## src/rtl/color_fx_pkg.sv

```systemverilog
// Shared types and constants for the colour-effects sequencer.
package color_fx_pkg;

  localparam int unsigned HUE_W = 6;
  localparam int unsigned LUM_W = 5;
  localparam int unsigned CNT_W = 4;

  typedef enum logic [1:0] {S_IDLE, S_PLAY, S_FLASH, S_OVER} fx_state_t;

  localparam logic [2:0] GS_START = 3'd0;
  localparam logic [2:0] GS_OVER  = 3'd4;

  localparam logic [HUE_W-1:0] LEVEL_HUE_JUMP = 6'd16;

  // Decay by one per frame, floor at zero.
  function automatic logic [LUM_W-1:0] sat_dec(input logic [LUM_W-1:0] v);
    return (v == '0) ? '0 : v - LUM_W'(1);
  endfunction

endpackage

```

## src/rtl/color_fx_sequencer_prescaler.sv

```systemverilog
// Frame-rate prescaler: 4-bit counter advanced by frame ticks, with
// terminal-count pulse, synchronous clear and a bypass that fires every tick.
module frame_prescaler
  import color_fx_pkg::*;
#(
  parameter logic [CNT_W-1:0] TERMINAL = 4'd3
) (
  input  logic clk,
  input  logic rst_n,
  input  logic tick,
  input  logic en,
  input  logic clr,
  input  logic bypass,
  output logic tc_c
);

  logic [CNT_W-1:0] cnt;

  assign tc_c = tick & en & (bypass | (cnt == TERMINAL));

  always_ff @(posedge clk or negedge rst_n) begin
    if (!rst_n) begin
      cnt <= '0;
    end else if (tick) begin
      if (clr)
        cnt <= '0;
      else if (en && !bypass)
        cnt <= (cnt == TERMINAL) ? '0 : cnt + CNT_W'(1);
    end
  end

endmodule

```

## src/rtl/color_fx_sequencer.sv

```systemverilog
// Frame-synchronous sequencer for the colour mapper's hue/luminance/saturation
// modifiers. Optional saturation pulse enabled by COLOR_FX_SAT_PULSE_EN.
module color_fx_sequencer
  import color_fx_pkg::*;
#(
  parameter int unsigned HUE_STEP_FRAMES = 4,
  parameter int unsigned FLASH_FRAMES    = 8,
  parameter int unsigned LUM_PULSE_PEAK  = 3
) (
  input  logic        Clk,
  input  logic        Reset_n,
  input  logic        frame_start,
  input  logic [2:0]  State,
  input  logic        beat,
  input  logic        level_up,
  input  logic        hit,
  output logic [5:0]  Hue_offset,
  output logic [4:0]  Luminance_offset,
  output logic [4:0]  Saturation_offset,
  output logic        invert_colors
);

  localparam logic [LUM_W-1:0] LUM_PEAK   = LUM_W'(LUM_PULSE_PEAK);
  localparam logic [CNT_W-1:0] FLASH_INIT = CNT_W'(FLASH_FRAMES - 1);
  localparam logic [CNT_W-1:0] HUE_TERM   = CNT_W'(HUE_STEP_FRAMES - 1);

  fx_state_t        fx_state;
  logic [CNT_W-1:0] flash_cnt;
  logic             pend_beat, pend_lvl, pend_hit;
  logic             beat_ev, lvl_ev, hit_ev;
  logic             gs_start, gs_over, gs_play;
  logic             pre_en, pre_clr, pre_bypass, hue_tick;

  // Sticky event capture; a pulse coincident with frame_start counts for that frame.
  always_ff @(posedge Clk or negedge Reset_n) begin
    if (!Reset_n) begin
      pend_beat <= 1'b0;
      pend_lvl  <= 1'b0;
      pend_hit  <= 1'b0;
    end else if (frame_start) begin
      pend_beat <= 1'b0;
      pend_lvl  <= 1'b0;
      pend_hit  <= 1'b0;
    end else begin
      if (beat)     pend_beat <= 1'b1;
      if (level_up) pend_lvl  <= 1'b1;
      if (hit)      pend_hit  <= 1'b1;
    end
  end

  assign beat_ev  = pend_beat | beat;
  assign lvl_ev   = pend_lvl | level_up;
  assign hit_ev   = pend_hit | hit;

  // Unused codes 5..7 behave like the start screen.
  assign gs_start = (State == GS_START) || (State > GS_OVER);
  assign gs_over  = (State == GS_OVER);
  assign gs_play  = !gs_start && !gs_over;

  assign pre_en     = (fx_state == S_IDLE) ||
                      ((fx_state == S_PLAY) && !gs_start && !hit_ev) ||
                      ((fx_state == S_OVER) && !gs_start);
  assign pre_clr    = ((fx_state == S_PLAY) && !gs_start && !hit_ev && lvl_ev) ||
                      ((fx_state == S_OVER) && gs_play);
  assign pre_bypass = (fx_state == S_OVER);

  frame_prescaler #(.TERMINAL(HUE_TERM)) u_hue_prescaler (
    .clk    (Clk),
    .rst_n  (Reset_n),
    .tick   (frame_start),
    .en     (pre_en),
    .clr    (pre_clr),
    .bypass (pre_bypass),
    .tc_c   (hue_tick)
  );

  always_ff @(posedge Clk or negedge Reset_n) begin
    if (!Reset_n) begin
      fx_state         <= S_IDLE;
      flash_cnt        <= '0;
      Hue_offset       <= '0;
      Luminance_offset <= '0;
      invert_colors    <= 1'b0;
    end else if (frame_start) begin
      if (gs_start && (fx_state != S_IDLE)) begin
        // Return to the start screen aborts everything except the hue.
        fx_state         <= S_IDLE;
        flash_cnt        <= '0;
        Luminance_offset <= '0;
        invert_colors    <= 1'b0;
      end else begin
        case (fx_state)
          S_IDLE: begin
            if (hue_tick) Hue_offset <= Hue_offset + HUE_W'(1);
            Luminance_offset <= '0;
            invert_colors    <= 1'b0;
            if (gs_play) fx_state <= S_PLAY;
          end
          S_PLAY: begin
            if (hit_ev) begin
              fx_state         <= S_FLASH;
              flash_cnt        <= FLASH_INIT;
              invert_colors    <= 1'b1;
              Luminance_offset <= '0;
            end else begin
              if (lvl_ev)        Hue_offset <= Hue_offset + LEVEL_HUE_JUMP;
              else if (hue_tick) Hue_offset <= Hue_offset + HUE_W'(1);
              Luminance_offset <= beat_ev ? LUM_PEAK : sat_dec(Luminance_offset);
              if (gs_over) begin
                fx_state         <= S_OVER;
                Luminance_offset <= '0;
              end
            end
          end
          S_FLASH: begin
            if (flash_cnt == '0) begin
              invert_colors <= 1'b0;
              fx_state      <= gs_over ? S_OVER : S_PLAY;
            end else begin
              flash_cnt <= flash_cnt - CNT_W'(1);
            end
          end
          S_OVER: begin
            if (hue_tick) Hue_offset <= Hue_offset + HUE_W'(1);
            Luminance_offset <= '0;
            invert_colors    <= 1'b0;
            if (gs_play) fx_state <= S_PLAY;
          end
          default: fx_state <= S_IDLE;
        endcase
      end
    end
  end

`ifdef COLOR_FX_SAT_PULSE_EN
  logic sat_active;
  assign sat_active = (fx_state == S_PLAY) && gs_play && !hit_ev;

  // Saturation pulse tracks the luminance pulse, only while playing.
  always_ff @(posedge Clk or negedge Reset_n) begin
    if (!Reset_n)
      Saturation_offset <= '0;
    else if (frame_start)
      Saturation_offset <= sat_active ? (beat_ev ? LUM_PEAK : sat_dec(Saturation_offset)) : '0;
  end
`else
  assign Saturation_offset = '0;
`endif

endmodule

```

## config.mk

```make
export PLATFORM = sky130hd
export DESIGN_NAME = color_fx_sequencer
export DESIGN_NICKNAME = d
export VERILOG_FILES = /design/src/rtl/color_fx_pkg.sv /design/src/rtl/color_fx_sequencer_prescaler.sv /design/src/rtl/color_fx_sequencer.sv
export SDC_FILE = /design/constraint.sdc
export NUM_CORES = 1
export LEC_CHECK = 0
export BUFFER_PORTS_ARGS = -buffer_cell sky130_fd_sc_hd__buf_2
export CORE_ASPECT_RATIO = 1.75
export CORE_MARGIN = 2
export CORE_UTILIZATION = 40
export CTS_CLUSTER_SIZE = 8
export DETAILED_ROUTE_END_ITERATION = 16
export PLACE_DENSITY = 0.61
export SLEW_MARGIN = 20
export SYNTH_ARGS = -nofsm -noshare
export SYNTH_HDL_FRONTEND = slang
export SYNTH_SLANG_ARGS = --single-unit
```

## constraint.sdc

```tcl
create_clock -name Clk -period 2.21 [get_ports Clk]
set_input_delay 0.442 -clock Clk [delete_from_list [all_inputs] [get_ports Clk]]
set_output_delay 0.442 -clock Clk [all_outputs]
set_load 0.01 [all_outputs]
```

==> results of run 1 <==
[timing repair]
item / in CTS / in global routing
resized for setup: 0 / 3
hold buffers: 0 / 0
endpoints found under the setup margin: 0 / 5
setup buffers: 0 / 0
[layer usage]
layer,global-route usage (%),wire (um)
met2,35.3,2100
met1,19.1,1440
met5,0,0
met4,8.37,85
met3,2.05,105
[sequential cells by signal, indices dropped and copies added, names as in the netlist]
register             flops
Hue_offset               6
invert_colors            1
pend_hit                 1
pend_beat                1
flash_cnt                4
pend_lvl                 1
fx_state                 2
Luminance_offset         5
u_hue_prescaler.cnt      4
[stage by stage]
| step | std cells | hold slack [ns] | total power, W | instance area (um2) |
|---|---|---|---|---|
| 2_1_floorplan | 175 | 0.146 | 0.00144 | 1680 |
| 3_3_place_gp | 249 | 0.451 | 0.00172 | 1880 |
| 3_5_place_dp | 249 | 0.472 | 0.00177 | 1880 |
| 4_1_cts | 253 | 0.171 | 0.00206 | 1930 |
| 5_1_grt | 253 | 0.197 | 0.00223 | 1940 |
| 6_report | 253 | 0.148 | 0.00204 | 1940 |
[cell families after synthesis]
kind of cell / Yosys count / share of synthesized area (%)
fa+ha+maj: 10 / 7.72
buf+inv: 25 / 7.26
other cells: 1 / 0.231
mux: 5 / 3.24
simple gates: 64 / 24.9
flops: 25 / 38.6
xor+xnor: 4 / 2.16
compound gates: 37 / 15.9
[final timing paths]
check	slack [ns]	end
min in group Clk	0.46	pend_lvl
setup / recovery	0.11	Hue_offset[1]
hold / removal	0.15	flash_cnt[1]
setup reg to reg	0.11	Hue_offset[1]
hold reg to reg	0.49	Hue_offset[5]
max in group asynchronous	1.69	Hue_offset[2]
[Yosys cell counts, drive strengths merged]
cell type	n
or3b	3
buf	7
o211ai	3
o21a	1
nor3b	2
xor2	4
mux2i	3
nand3	6
a21oi	7
nor2	9
nor4	3
o22ai	2
or4b	3
a22o	4
nor3	7
dfrtp	25
clkbuf	3
o21ai	7
a211oi	2
a221o	1
or2	4
nor2b	3
nor4bb	1
nor4b	1
o31ai	2
nand4b	1
nand3b	2
nand2b	2
a221oi	1
or3	2
a21o	4
nand4	3
o221ai	1
ha	10
or4	4
nand2	7
conb	1
inv	15
a31oi	1
and2	1
mux2	2
a32o	1
[power by group through the flow]
stage / registers [W] / clock network [W] / logic (W)
after floorplan: 0.000725 / 0 / 0.000715
after global placement: 0.000718 / 0 / 0.00101
after detailed placement: 0.000735 / 0 / 0.00104
after CTS: 0.000727 / 0.000291 / 0.00104
after global routing: 0.000748 / 0.000300 / 0.00118
final: 0.000725 / 0.000275 / 0.00104
[cell type report]
type,count,share of cell area [%]
multi-input combinational,125,48.2
sequential,25,32.2
timing repair buffer,36,11.3
tap,48,3.09
inverter,15,2.90
clock buffer,4,2.32
==> flow_summary.json, run 1 <==
{
  "status": "finished, final reports clean",
  "avgRoutedWirePerCell_um": 14.7,
  "startpoint": "fx_state[1]",
  "cap_violations": 0,
  "clockPowerShare_pct": 13.4,
  "io_buffers": 20,
  "die_area_mm2": 0.00460,
  "cts.sinks": 25,
  "start_util_pct": 41.9,
  "cts_htree_levels": 1,
  "clockBufferDepth": 2,
  "critPathBufInv": 2,
  "syn_to_final_growth_pct": 19.9,
  "cts_tree": "yes",
  "insertion_delay_ns": 0.27,
  "startpoint_type": "flop",
  "fin_ws_ns": 0.109,
  "die_h_um": 88.2,
  "place.gp.congestion": 0.808,
  "antenna_cells": 0,
  "antenna_found_initial": 0,
  "row_count": 30,
  "dr.pass1.iters": 4,
  "grt_max_degree": 26,
  "pwr-share-comb_pct": 51.1,
  "regArea_um2": 626,
  "rr_worst_depth": 7,
  "avgSynthCellArea_um2": 9.48,
  "yosys_warnings": 0,
  "syn_inst": 171,
  "dp_hpwl_mm": 2.93,
  "end_kind": "flop",
  "first_global_vias": 1454,
  "yosys.area.top_type": "dfrtp_1",
  "synth.area.top_cells": "dfrtp_1 (39%), ha_1 (7.7%), inv_1 (3.5%)",
  "crit_cells": 7,
  "slowest_stage": "or3_1",
  "via_count": 1414,
  "die_w_um": 52.1,
  "final_nets": 225,
  "fin_setup_tns_ns": 0,
  "drc": 0,
  "finClkSkew_ns": 0.00319,
  "mostFrequentLayoutCell": "dfrtp_1",
  "fin_crit_ns": 2.10,
  "worstReg2RegStart": "fx_state[1]",
  "power_density_mw_per_mm2": 1050,
  "swShare_pct": 40.5,
  "grt_overflow": 0,
  "final_cell_mix": "dfrtp_1 (25), buf_2 (20), buf_4 (16)",
  "synth.distinct_cells": 48,
  "path_cells": "inv_1, ha_1, buf_4, o21a_1, or3_1, nor3_4, mux2_4",
  "ioPinCount": 26,
  "vias_per_cell": 5.59,
  "cts.clk_slew.worst_paths_ns": 0.09,
  "hold_viol": 0,
  "core_mm2": 0.00387,
  "drv_slew": 0,
  "cpLargestDelayFamily": "simple AND/OR/NAND/NOR gates",
  "leakagePower_nw": 0.945,
  "arrival_ns": 2.26,
  "syn_area_mm2": 0.00162,
  "drive_gt1_share_pct": 28.3,
  "grtUsageTotal_pct": 18.4,
  "critPathMaxStageDelay_ns": 0.50,
  "totalWireLength_mm": 3.73,
  "relSlewSlack_pct": 62.5,
  "crit_fanout": 6,
  "finalCritPeriodShare_pct": 95.1,
  "cts-buffers-inserted": 3,
  "grt_pass1_wl_mm": 6.34,
  "antenna_left": 0,
  "crit_type": "reg2reg",
  "drtIter0Drc": 19,
  "hold_path_class": "in2async",
  "switchingPower_w": 0.000828,
  "dp_slack_ns": -0.0920,
  "final-setup-viol-count": 0,
  "synth_top_cell_area_share_pct": 38.6,
  "pwr-share-seq_pct": 35.5,
  "final_core_util_pct": 50.3,
  "rsz0062_at_grt": "false",
  "ys_seq_area_share_pct": 38.6,
  "intPower_w": 0.00122,
  "crit_required_ns": 2.37,
  "nFillCells": 381,
  "multi_input_area_um2": 936,
  "synth_seq_cells": 25,
  "cts_root_buf": "clkbuf_8",
  "ir_drop_v": 0.000570,
  "fmax_ghz": 0.476,
  "tightestPinTransition_ns": 0.562
}
(Power assumes the default switching activity.)
==> run 2: changes to the inputs <==
- BUFFER_PORTS_ARGS: -buffer_cell sky130_fd_sc_hd__buf_2 -> default
- DONT_BUFFER_PORTS: default -> 1
- GPL_ROUTABILITY_DRIVEN: default -> 0
- PLACE_DENSITY: 0.61 -> 0.55
==> run 2 against run 1 <==
Against the previous run:
- clock power grew 3%
- critical path depth is the same
- worst hold slack gained 0.072 ns
- flip-flop and latch count is the same
- power shrank 1.4%
- critical endpoint is now flash_cnt[3]
- highest routed layer unchanged
- wire length shrank 2.0%
- cell count shrank 8.3%
- die area is the same
- critical path type unchanged
- design area shrank 4.5%
==> flow_summary.json, run 2 (synthesis gave the netlist of run 1 again) <==
{
  "reg_top3": "Hue_offset (6), Luminance_offset (5)",
  "syn_to_final_growth_pct": 14.5,
  "die_area_mm2": 0.00460,
  "crit_required_ns": 2.42,
  "fin_ws_ns": 0.104,
  "grt_pass1_wl_mm": 6.22,
  "min_path_cells": 1,
  "final-setup-viol-count": 0,
  "cts.sinks": 25,
  "totalWireLength_mm": 3.65,
  "finalCritPeriodShare_pct": 95.3,
  "cts_tree": "yes",
  "placed_cell_area_mm2": 0.00175,
  "drv_slew": 0,
  "whs_ns": 0.220,
  "ioPinCount": 26,
  "core_mm2": 0.00387,
  "antenna_found_initial": 0,
  "final_cell_mix": "dfrtp_1 (25), inv_1 (14), buf_4 (13)",
  "startpoint_type": "flop",
  "cap_violations": 0,
  "multi_input_area_um2": 937,
  "cts_htree_levels": 1,
  "die_w_um": 52.1,
  "reg2reg_slack_ns": 0.10,
  "rr_worst_depth": 7,
  "arrival_ns": 2.32,
  "drive_gt1_share_pct": 20.1,
  "largest_register_ff_count": 6,
  "io_buffers": 0,
  "regArea_um2": 626,
  "min_from": "frame_start",
  "grt_max_degree": 26,
  "fmax_ghz": 0.475,
  "cts-buffers-inserted": 3,
  "drc": 0,
  "cts.clk_slew.worst_paths_ns": 0.10,
  "final_area_mm2": 0.00186,
  "clockBufferDepth": 2,
  "ir_drop_v": 0.000534,
  "hold_viol": 0,
  "rsz0062_at_grt": "true",
  "dr.pass1.iters": 4,
  "dp_hpwl_mm": 2.80,
  "mostFrequentLayoutCell": "dfrtp_1",
  "drtIter0Drc": 40,
  "startpoint": "fx_state[1]",
  "start_util_pct": 41.9,
  "avgRoutedWirePerCell_um": 15.7,
  "row_count": 30,
  "vias_per_cell": 5.65,
  "end_kind": "flop",
  "finClkSkew_ns": 0.00564,
  "insertion_delay_ns": 0.27,
  "hold_path_class": "in2reg",
  "r2r-end": "flash_cnt[3]",
  "nFillCells": 385,
  "via_count": 1311,
  "largest-register": "Hue_offset",
  "leakagePower_nw": 0.850,
  "final_nets": 204,
  "worstReg2RegStart": "fx_state[1]",
  "antenna_cells": 0,
  "crit_type": "reg2reg",
  "power_density_mw_per_mm2": 1090,
  "cts_root_buf": "clkbuf_8",
  "grt_overflow": 0,
  "crit_fanout": 6,
  "status": "finished, final reports clean",
  "die_h_um": 88.2,
  "hold_end": "pend_lvl",
  "first_global_vias": 1478,
  "antenna_left": 0,
  "fin_crit_ns": 2.11,
  "dp_slack_ns": 0.0243,
  "grtUsageTotal_pct": 17.8
}
[run 2: where the power goes]
part	internal (W)	total, W	switching (W)
registers	0.000587	0.000757	0.000170
logic	0.000478	0.000975	0.000498
clock network	0.000128	0.000282	0.000154
[run 2: worst max-delay path by stage]
stage	slack [ns]	to
2_1_floorplan	-0.05	Hue_offset[1]
3_3_place_gp	0.02	Hue_offset[3]
3_5_place_dp	0.02	Hue_offset[1]
4_1_cts	0.08	Luminance_offset[2]
5_1_grt	-0.01	flash_cnt[3]
6_report	0.10	flash_cnt[3]
[run 2: final cells by class]
cell class	count	share of cell area (%)
sequential	25	33.7
clock inverter	1	0.405
timing repair buffer	15	6.88
clock buffer	3	2.23
multi-input combinational	125	50.5
inverter	15	3.03
tap	48	3.24
[run 2: timing repair]
item	CTS	global route
endpoints found under the setup margin	0	5
endpoints found under the hold margin	25	0
buffers inserted	0	1
resized for setup	0	3
hold buffers	2	0
[run 2: per-layer routing]
metal	share of wire [%]	vias up	wire [um]	track usage [%]
li1	-	638	-	-
met4	1.3	0	48	8.37
met1	38	645	1400	18.5
met3	3.5	4	126	3.07
met2	57	24	2080	33.1
met5	0	-	0	0
[run 2: critical path, cell delays in order, from the launching register on]
cell and delay [ns]:
dfrtp_1 0.39, inv_1 0.10, ha_1 0.22, nor3b_1 0.16, buf_4 0.14, or4_1 0.63
o21ai_0 0.23, a32o_1 0.18
[run 2: through the flow]
step	setup TNS (ns)	total power (W)	cells	util, %
after floorplan	-0.0461	0.00144	175	-
after global placement	0	0.00164	225	45.4
after detailed placement	0	0.00168	225	45.4
after CTS	0	0.00199	231	47.4
after global routing	-0.0104	0.00218	232	48.0
final	0	0.00201	232	48.0
